===== src/rtl/dice_roller.sv =====
// Dice game front end: debounces the roll button and runs two chained 1..6 die counters.
// It also presents the dice sum with a settled flag and keeps a saturating roll count.
module dice_roller #(
    parameter int DB_CYCLES = 4,
    parameter int DB_W      = 16,
    parameter int COUNT_W   = 8
) (
    input  logic               CLK,
    input  logic               Reset,
    input  logic               Btn,
    input  logic               Roll,
    output logic               Rb,
    output logic [2:0]         Die1,
    output logic [2:0]         Die2,
    output logic [3:0]         Sum,
    output logic               Sum_valid,
    output logic [COUNT_W-1:0] Roll_count
);

    typedef enum logic [1:0] {
        IDLE    = 2'd0,
        ROLLING = 2'd1,
        SETTLED = 2'd2
    } state_t;

    localparam logic [DB_W-1:0]    DB_LAST   = DB_W'(DB_CYCLES - 1);
    localparam logic [COUNT_W-1:0] COUNT_MAX = {COUNT_W{1'b1}};

    logic [1:0]         sync_r;
    logic               btn_s;
    logic [DB_W-1:0]    db_count_r;
    logic [2:0]         die1_next_s;
    logic [2:0]         die2_next_s;
    state_t             state_r;
    state_t             state_next_s;
    logic               sum_valid_next_s;
    logic [COUNT_W-1:0] roll_count_next_s;

    // A die at 6 wraps to 1; illegal values 0 and 7 also recover to 1.
    function automatic logic [2:0] die_next(input logic [2:0] d);
        if ((d >= 3'd6) || (d == 3'd0)) begin
            return 3'd1;
        end else begin
            return d + 3'd1;
        end
    endfunction

    // Two-flop synchroniser on the raw button.
    always_ff @(posedge CLK) begin
        if (Reset) begin
            sync_r <= 2'b00;
        end else begin
            sync_r <= {sync_r[0], Btn};
        end
    end

    assign btn_s = sync_r[1];

    // Debounce: Rb follows btn_s only after DB_CYCLES consecutive differing samples.
    always_ff @(posedge CLK) begin
        if (Reset) begin
            db_count_r <= {DB_W{1'b0}};
            Rb         <= 1'b0;
        end else if (btn_s == Rb) begin
            db_count_r <= {DB_W{1'b0}};
        end else if (db_count_r == DB_LAST) begin
            Rb         <= btn_s;
            db_count_r <= {DB_W{1'b0}};
        end else begin
            db_count_r <= db_count_r + DB_W'(1);
        end
    end

    // Next die values: Die1 advances every rolling edge, Die2 carries when Die1 wraps.
    always_comb begin
        die1_next_s = Die1;
        die2_next_s = Die2;
        if (Roll) begin
            die1_next_s = die_next(Die1);
            if (Die1 == 3'd6) begin
                die2_next_s = die_next(Die2);
            end else if ((Die2 == 3'd0) || (Die2 == 3'd7)) begin
                die2_next_s = 3'd1;
            end else begin
                die2_next_s = Die2;
            end
        end else begin
            die1_next_s = Die1;
            die2_next_s = Die2;
        end
    end

    // Die registers.
    always_ff @(posedge CLK) begin
        if (Reset) begin
            Die1 <= 3'd1;
            Die2 <= 3'd1;
        end else begin
            Die1 <= die1_next_s;
            Die2 <= die2_next_s;
        end
    end

    assign Sum = {1'b0, Die1} + {1'b0, Die2};

    // Roll FSM next state; the settle edge also bumps the saturating roll count.
    always_comb begin
        state_next_s      = state_r;
        sum_valid_next_s  = Sum_valid;
        roll_count_next_s = Roll_count;
        case (state_r)
            IDLE: begin
                sum_valid_next_s = 1'b0;
                if (Roll) begin
                    state_next_s = ROLLING;
                end else begin
                    state_next_s = IDLE;
                end
            end
            ROLLING: begin
                if (Roll) begin
                    state_next_s     = ROLLING;
                    sum_valid_next_s = 1'b0;
                end else begin
                    state_next_s     = SETTLED;
                    sum_valid_next_s = 1'b1;
                    if (Roll_count != COUNT_MAX) begin
                        roll_count_next_s = Roll_count + COUNT_W'(1);
                    end else begin
                        roll_count_next_s = Roll_count;
                    end
                end
            end
            SETTLED: begin
                if (Roll) begin
                    state_next_s     = ROLLING;
                    sum_valid_next_s = 1'b0;
                end else begin
                    state_next_s     = SETTLED;
                    sum_valid_next_s = 1'b1;
                end
            end
            default: begin
                state_next_s     = IDLE;
                sum_valid_next_s = 1'b0;
            end
        endcase
    end

    // FSM state, settled flag and roll counter registers.
    always_ff @(posedge CLK) begin
        if (Reset) begin
            state_r    <= IDLE;
            Sum_valid  <= 1'b0;
            Roll_count <= {COUNT_W{1'b0}};
        end else begin
            state_r    <= state_next_s;
            Sum_valid  <= sum_valid_next_s;
            Roll_count <= roll_count_next_s;
        end
    end

endmodule


===== config.mk =====
export PLATFORM = sky130hd
export DESIGN_NAME = dice_roller
export DESIGN_NICKNAME = d
export VERILOG_FILES = /design/src/rtl/dice_roller.sv
export SDC_FILE = /design/constraint.sdc
export NUM_CORES = 1
export LEC_CHECK = 0
export ABC_CLOCK_PERIOD_IN_PS = 1600
export CORE_ASPECT_RATIO = 1.2
export CORE_MARGIN = 4
export CORE_UTILIZATION = 49
export DETAILED_ROUTE_END_ITERATION = 7
export GPL_TIMING_DRIVEN = 1
export HOLD_SLACK_MARGIN = 0.05
export MAX_ROUTING_LAYER = met4
export PLACE_DENSITY = 0.75
export SETUP_SLACK_MARGIN = 0.2
export SYNTH_ARGS = -nofsm -noshare
export SYNTH_HDL_FRONTEND = slang
export SYNTH_SLANG_ARGS = --single-unit

===== constraint.sdc =====
create_clock -name CLK -period 1.6 [get_ports CLK]
set_input_delay 0.32 -clock CLK [delete_from_list [all_inputs] [get_ports CLK]]
set_output_delay 0.32 -clock CLK [all_outputs]
set_load 0.1 [all_outputs]

==> results of run 1 <==
==> worst reg2reg max path: stages (launching register included) <==
cell and delay (ns):
dfxtp_4 0.37, buf_4 0.11, buf_6 0.10, inv_4 0.04
ha_1 0.18, o21ai_1 0.12, a21oi_1 0.06, or2_4 0.26
nand2b_4 0.14
==> how the worst max path moves through the flow <==
stage | end | slack (ns) | depth (start not counted)
floorplan | Sum[2] | -0.47 | 4
global placement | Roll_count[7]$_SDFFE_PP0P_ | -0.06 | 5
detailed placement | Roll_count[5]$_SDFFE_PP0P_ | -0.11 | 5
CTS | Sum[1] | -0.37 | 5
global route | Sum[1] | -0.40 | 5
finish | Sum[1] | -0.37 | 5
==> stage by stage <==
step                cells  setup slack (ns)  total power (µW)
floorplan             199            -0.472              1320
global placement      279           -0.0560              1500
detailed placement    279            -0.107              1520
CTS                   293            -0.372              2330
global route          302            -0.396              2440
finish                302            -0.366              2380
==> power groups by stage <==
stage               logic [µW]  registers, µW  clock network (µW)
detailed placement         575            940                   0
global placement           559            939                   0
CTS                        591            918                 818
finish                     655            915                 805
floorplan                  279           1040                   0
global route               682            917                 844
==> state kept, by name, summed over array words and instances, names as in the netlist <==
name and flops:
Die2 3, Rb 1, state_r 2, Die1 3, Sum_valid 1, Roll_count 8, sync_r 2, db_count_r 16
==> cell usage in the layout (no fill, tap or decap), types with 3 or more instances in the layout <==
master | Yosys | routed
a21o_1 | 4 | 3
a21oi_1 | 6 | 3
a21oi_2 | 0 | 3
buf_12 | 0 | 20
buf_4 | 1 | 18
buf_6 | 1 | 7
clkbuf_8 | 0 | 5
dfxtp_1 | 36 | 16
dfxtp_2 | 0 | 3
dfxtp_4 | 0 | 17
ha_1 | 14 | 6
ha_2 | 0 | 3
ha_4 | 0 | 5
inv_1 | 11 | 5
inv_2 | 0 | 4
mux2i_1 | 3 | 3
nand2_1 | 9 | 8
nand3_1 | 7 | 6
nand3_4 | 2 | 3
nand4_1 | 4 | 4
nor2_1 | 29 | 28
nor3_1 | 6 | 6
nor4_2 | 5 | 6
o21ai_1 | 0 | 3
xnor2_1 | 15 | 14
xor2_1 | 5 | 4
==> timing repair <==
action | in CTS | in global routing
endpoints found under the setup margin | 33 | 34
pin swaps | 7 | 19
gates cloned | 1 | 0
setup buffers | 5 | 9
resized for setup | 17 | 36
==> metal layers <==
layer | global-route usage, % | part of all wire, % | vias to the layer above
met2 | 35.8 | 56 | 32
met4 | 10.6 | 1.8 | 0
met1 | 19.4 | 39 | 771
met3 | 4.72 | 3.3 | 10
li1 | - | - | 790
met5 | - | 0 | -
==> layout make-up <==
cell class / instances / area, µm²
multi-input cells: 147 / 1310
flip-flops and latches: 36 / 788
fillers: 226 / 702
repair buffers: 48 / 643
clock buffers: 5 / 68.8
well taps: 52 / 65.1
inverters: 11 / 47.5
clock inverters: 3 / 41.3
==> cell families after synthesis <==
family                   Yosys count  synth area share [%]
multiplexers                       4                  2.20
AO/OA/AOI/OAI                     23                  8.28
AND/OR/NAND/NOR                   84                  27.1
XOR/XNOR                          20                  9.35
buffers and inverters             17                  4.14
adder cells (fa/ha/maj)           15                  10.4
flip-flops                        36                  38.5
==> results.json, run 1 <==
{
  "outcome": "complete, but fails checks",
  "violations": "setup timing",
  "postLayoutCoreUtil_pct": 80.8,
  "drive_above_1_share_pct": 48.8,
  "rsz0062_at_grt": "true",
  "fin_ws_ns": -0.366,
  "die-area_um2": 4880,
  "path_buf_inv": 3,
  "cp.required_ns": 1.28,
  "dp_hpwl_um": 3020,
  "placed_area_um2": 2540,
  "route.detailed.drc": 0,
  "grt_first_pass_wirelength_um": 7160,
  "synth.area.top_cells": "dfxtp_1, ha_1, xnor2_1",
  "p_leak_uw": 0.00109,
  "ant_nets": 0,
  "tns_ns": -0.938,
  "setup.worst_path.start": "Die2[0]$_SDFFE_PP1P_",
  "slowest_delay_ns": 0.54,
  "whs_ns": 0.439,
  "insertedDiodeCount": 0,
  "ys_top_cells_by_count": "dfxtp_1, nor2_1, xnor2_1",
  "core_area_um2": 3660,
  "track_usage_pct": 19.6,
  "die_w_um": 64.4,
  "drt-initial-drc-count": 98,
  "grt_max_degree": 18,
  "final-setup-viol-count": 3,
  "vias": 1603,
  "r2r_slack_ns": 0.10,
  "final_cell_area_um2": 2960,
  "yosysSeqAreaShare_pct": 38.5,
  "die_height_um": 75.7,
  "maxSlewHeadroom_pct": 71.8,
  "area_delta_synth_final_pct": 58.1,
  "cp_top_family": "adder cells",
  "antenna_found_initial": 0,
  "postSynthCellCount": 199,
  "clkPwrFrac_pct": 33.9,
  "synth_edf_count": 0,
  "root_buffer": "clkbuf_8",
  "syn_nets": 218,
  "worst_r2r_path_depth": 8,
  "htree_levels": 2,
  "combPwrFrac_pct": 27.6,
  "critical-path-slowest-cell": "fa_2",
  "place_congestion": 0.811,
  "boundaryPins": 24,
  "cts.sinks": 36,
  "synth_seq_cells": 36,
  "rows": 24,
  "cts_hold_buf": 0,
  "grt_pass1_vias": 1658,
  "fin_crit_ns": 1.97,
  "ys.warnings.count": 0,
  "path_class": "reg2out",
  "p_int_uw": 1620,
  "wirelength_um": 4710,
  "synth_most_common_cell": "dfxtp_1",
  "syn_area_um2": 1870,
  "synth_top_area_share_pct": 38.5,
  "ys.flop_type": "dfxtp_1",
  "whs_endpoint": "db_count_r[0]$_SDFF_PP0_",
  "synth_area_per_cell_um2": 9.41,
  "cp-start-kind": "register",
  "drv_cap": 0,
  "switching_share_pct": 31.7,
  "avgRoutedWirePerCell_um": 15.6,
  "firstDrtPassIters": 4,
  "report.final.slew_viol_count": 0,
  "gr-total-overflow": 0,
  "synthArstFlopShare_pct": 0,
  "hp-class": "reg2reg",
  "min-delay-start": "db_count_r[0]$_SDFF_PP0_",
  "io_buffers": 23,
  "worstPathArrival_ns": 1.65,
  "cp_cell_sequence": "ha_4, inv_2, fa_2, clkinvlp_4, buf_12",
  "final-hold-violation-count": 0,
  "rr_startpoint": "Die1[0]$_SDFFE_PP1P_",
  "r2r_end": "Die1[0]$_SDFFE_PP1P_",
  "start_util_pct": 51.1,
  "cts_tree": "built",
  "cts_buffers": 5,
  "hold_path_depth": 1,
  "yosysTopAreaCell": "dfxtp_1",
  "endpoint_kind": "primary output",
  "power_frac_seq_pct": 38.5,
  "clock_latency_ns": 0.30,
  "min_period_over_period_pct": 123,
  "cp_max_fo": 2,
  "via_per_inst": 5.31,
  "path_clk_slew_ns": 0.08,
  "fin_worst_skew_ns": 0.00715,
  "tightest_slew_ns": 0.421,
  "synth.distinct_cells": 44,
  "fmax_mhz": 509,
  "clock_path_buffers": 2,
  "nNetsFinal": 268,
  "ir_drop_v": 0.000600,
  "power_density_nw_per_um2": 802,
  "power.switching_uw": 753
}
Power figures use the tool's default switching activity.
==> inputs of run 2 (changes only) <==
SETUP_SLACK_MARGIN = unset   (was 0.2)
==> run 2 against run 1 <==
Net effect: the flow still finishes with violations (setup timing); maximum frequency increased by 1.3%; hold slack better by 0.033 ns; sequential share of layout area rose by 1.6 points; global-route usage is 0.48 points lower; largest cell class unchanged; highest routed layer unchanged.
==> results.json, run 2 (synthesis results as in run 1) <==
{
  "place_congestion": 0.787,
  "fin_ws_ns": -0.341,
  "via_per_inst": 5.18,
  "drt-initial-drc-count": 133,
  "route.detailed.drc": 0,
  "worst_r2r_path_depth": 7,
  "worstPathArrival_ns": 1.62,
  "r2r_slack_ns": 0.03,
  "postLayoutCoreUtil_pct": 74.4,
  "grt_first_pass_wirelength_um": 6960,
  "whs_endpoint": "sync_r[1]$_SDFF_PP0_",
  "cts_tree": "built",
  "drive_above_1_share_pct": 39.3,
  "cp-start-kind": "register",
  "dp_hpwl_um": 2950,
  "report.final.slew_viol_count": 0,
  "insertedDiodeCount": 0,
  "fmax_mhz": 515,
  "cp_cell_sequence": "ha_4, inv_2, fa_2, clkinvlp_4, buf_12",
  "final_cell_area_um2": 2730,
  "reg_top3": "db_count_r x16, Roll_count x8",
  "ir_drop_v": 0.000588,
  "final-setup-viol-count": 3,
  "nNetsFinal": 262,
  "boundaryPins": 24,
  "rows": 24,
  "start_util_pct": 51.1,
  "path_clk_slew_ns": 0.08,
  "path_class": "reg2out",
  "p_leak_uw": 0.00103,
  "cts.sinks": 36,
  "avgRoutedWirePerCell_um": 13.5,
  "fin_crit_ns": 1.94,
  "critical-path-slowest-cell": "fa_2",
  "gr-total-overflow": 0,
  "antenna_found_initial": 0,
  "rsz0062_at_grt": "true",
  "wirelength_um": 3990,
  "drv_cap": 0,
  "tns_ns": -0.935,
  "clock_path_buffers": 2,
  "htree_levels": 2,
  "cts_buffers": 5,
  "die-area_um2": 4880,
  "cp_max_fo": 2,
  "root_buffer": "clkbuf_8",
  "die_w_um": 64.4,
  "fin_worst_skew_ns": 0.00412,
  "endpoint_kind": "primary output",
  "grt_max_degree": 16,
  "io_buffers": 23,
  "totalPowerFinal_uw": 2250,
  "die_height_um": 75.7,
  "hp-class": "reg2reg",
  "min_period_over_period_pct": 121,
  "outcome": "complete, but fails checks",
  "layout_commonest_cell": "nor2_1",
  "clock_latency_ns": 0.29,
  "final_cells": 296,
  "vias": 1532,
  "grt_pass1_vias": 1541,
  "final-hold-violation-count": 0,
  "final_cell_mix": "nor2_1, dfxtp_1, buf_12, buf_4, xnor2_1",
  "placed_area_um2": 2560,
  "min-delay-start": "sync_r[0]$_SDFF_PP0_",
  "ant_nets": 0,
  "maxSlewHeadroom_pct": 76.1,
  "dp.cells": 286,
  "cp.required_ns": 1.28,
  "rr_startpoint": "state_r[1]$_SDFF_PP0_",
  "largest_register_ffs": 16,
  "track_usage_pct": 19.1,
  "setup.worst_path.start": "Die2[0]$_SDFFE_PP1P_",
  "hold_path_depth": 1,
  "area_delta_synth_final_pct": 45.5,
  "fillers": 257,
  "tightest_slew_ns": 0.355,
  "violations": "setup timing",
  "r2r_end": "Roll_count[7]$_SDFFE_PP0P_",
  "core_area_um2": 3660,
  "firstDrtPassIters": 4,
  "slowest_delay_ns": 0.54,
  "top_register": "db_count_r",
  "power_density_nw_per_um2": 826
}
-- run 2: changes by cell type in the layout (fill, tap and decap cells not counted), sizes merged --
cell and delta:
buf -5, bufinv -1, clkbuf +1, clkdlybuf4s50 +1
dlygate4sd2 -1, nand2 -1
-- run 2: worst max-delay path by stage --
| stage | endpoint | slack, ns | depth (start not counted) |
|---|---|---|---|
| floorplan | Sum[2] | -0.47 | 4 |
| CTS | Sum[1] | -0.35 | 5 |
| global placement | Roll_count[5]$_SDFFE_PP0P_ | -0.06 | 5 |
| global route | Sum[1] | -0.39 | 5 |
| finish | Sum[1] | -0.34 | 5 |
| detailed placement | Roll_count[5]$_SDFFE_PP0P_ | -0.10 | 5 |
-- run 2: per-layer routing --
layer / share of wire [%] / vias up / global-route usage (%)
li1: - / 782 / -
met1: 40 / 716 / 19.8
met2: 54 / 25 / 34.9
met3: 3.6 / 9 / 4.13
met4: 2.2 / 0 / 8.92
met5: 0 / - / -
-- run 2: through the flow --
step | setup slack (ns) | hold slack [ns]
floorplan | -0.472 | 0.414
CTS | -0.352 | 0.472
global placement | -0.0601 | 0.464
global route | -0.387 | 0.484
finish | -0.341 | 0.472
detailed placement | -0.103 | 0.462
-- run 2: timing repair --
item                                   4_1_cts  5_1_grt
endpoints found under the hold margin        0        0
setup buffers                                1        1
hold buffers                                 0        0
setup endpoints to repair                    3       24
gates resized for setup                      1       13
pin swaps                                    3        3
-- run 2: final cells by class --
cell class / count / area [µm²] / area share [%]
Multi-Input combinational cell: 146 / 1160 / 42.6
Clock buffer: 6 / 93.8 / 3.44
Clock inverter: 2 / 11.3 / 0.413
Timing Repair Buffer: 43 / 581 / 21.3
Tap cell: 52 / 65.1 / 2.39
Sequential cell: 36 / 768 / 28.2
Inverter: 11 / 45.0 / 1.65
-- run 2: worst max-delay path, delay by kind of cell, from the launching register on --
kind,cells,cell delay [ns]
adders and majority gates,2,0.67
DFF,1,0.36
buffers and inverters,3,0.29
-- run 2: power breakdown --
| part | switching (µW) | internal (µW) | leakage (µW) |
|---|---|---|---|
| combinational | 353 | 236 | 0.000675 |
| sequential | 16.8 | 905 | 0.000301 |
| clock | 339 | 399 | 0.0000566 |
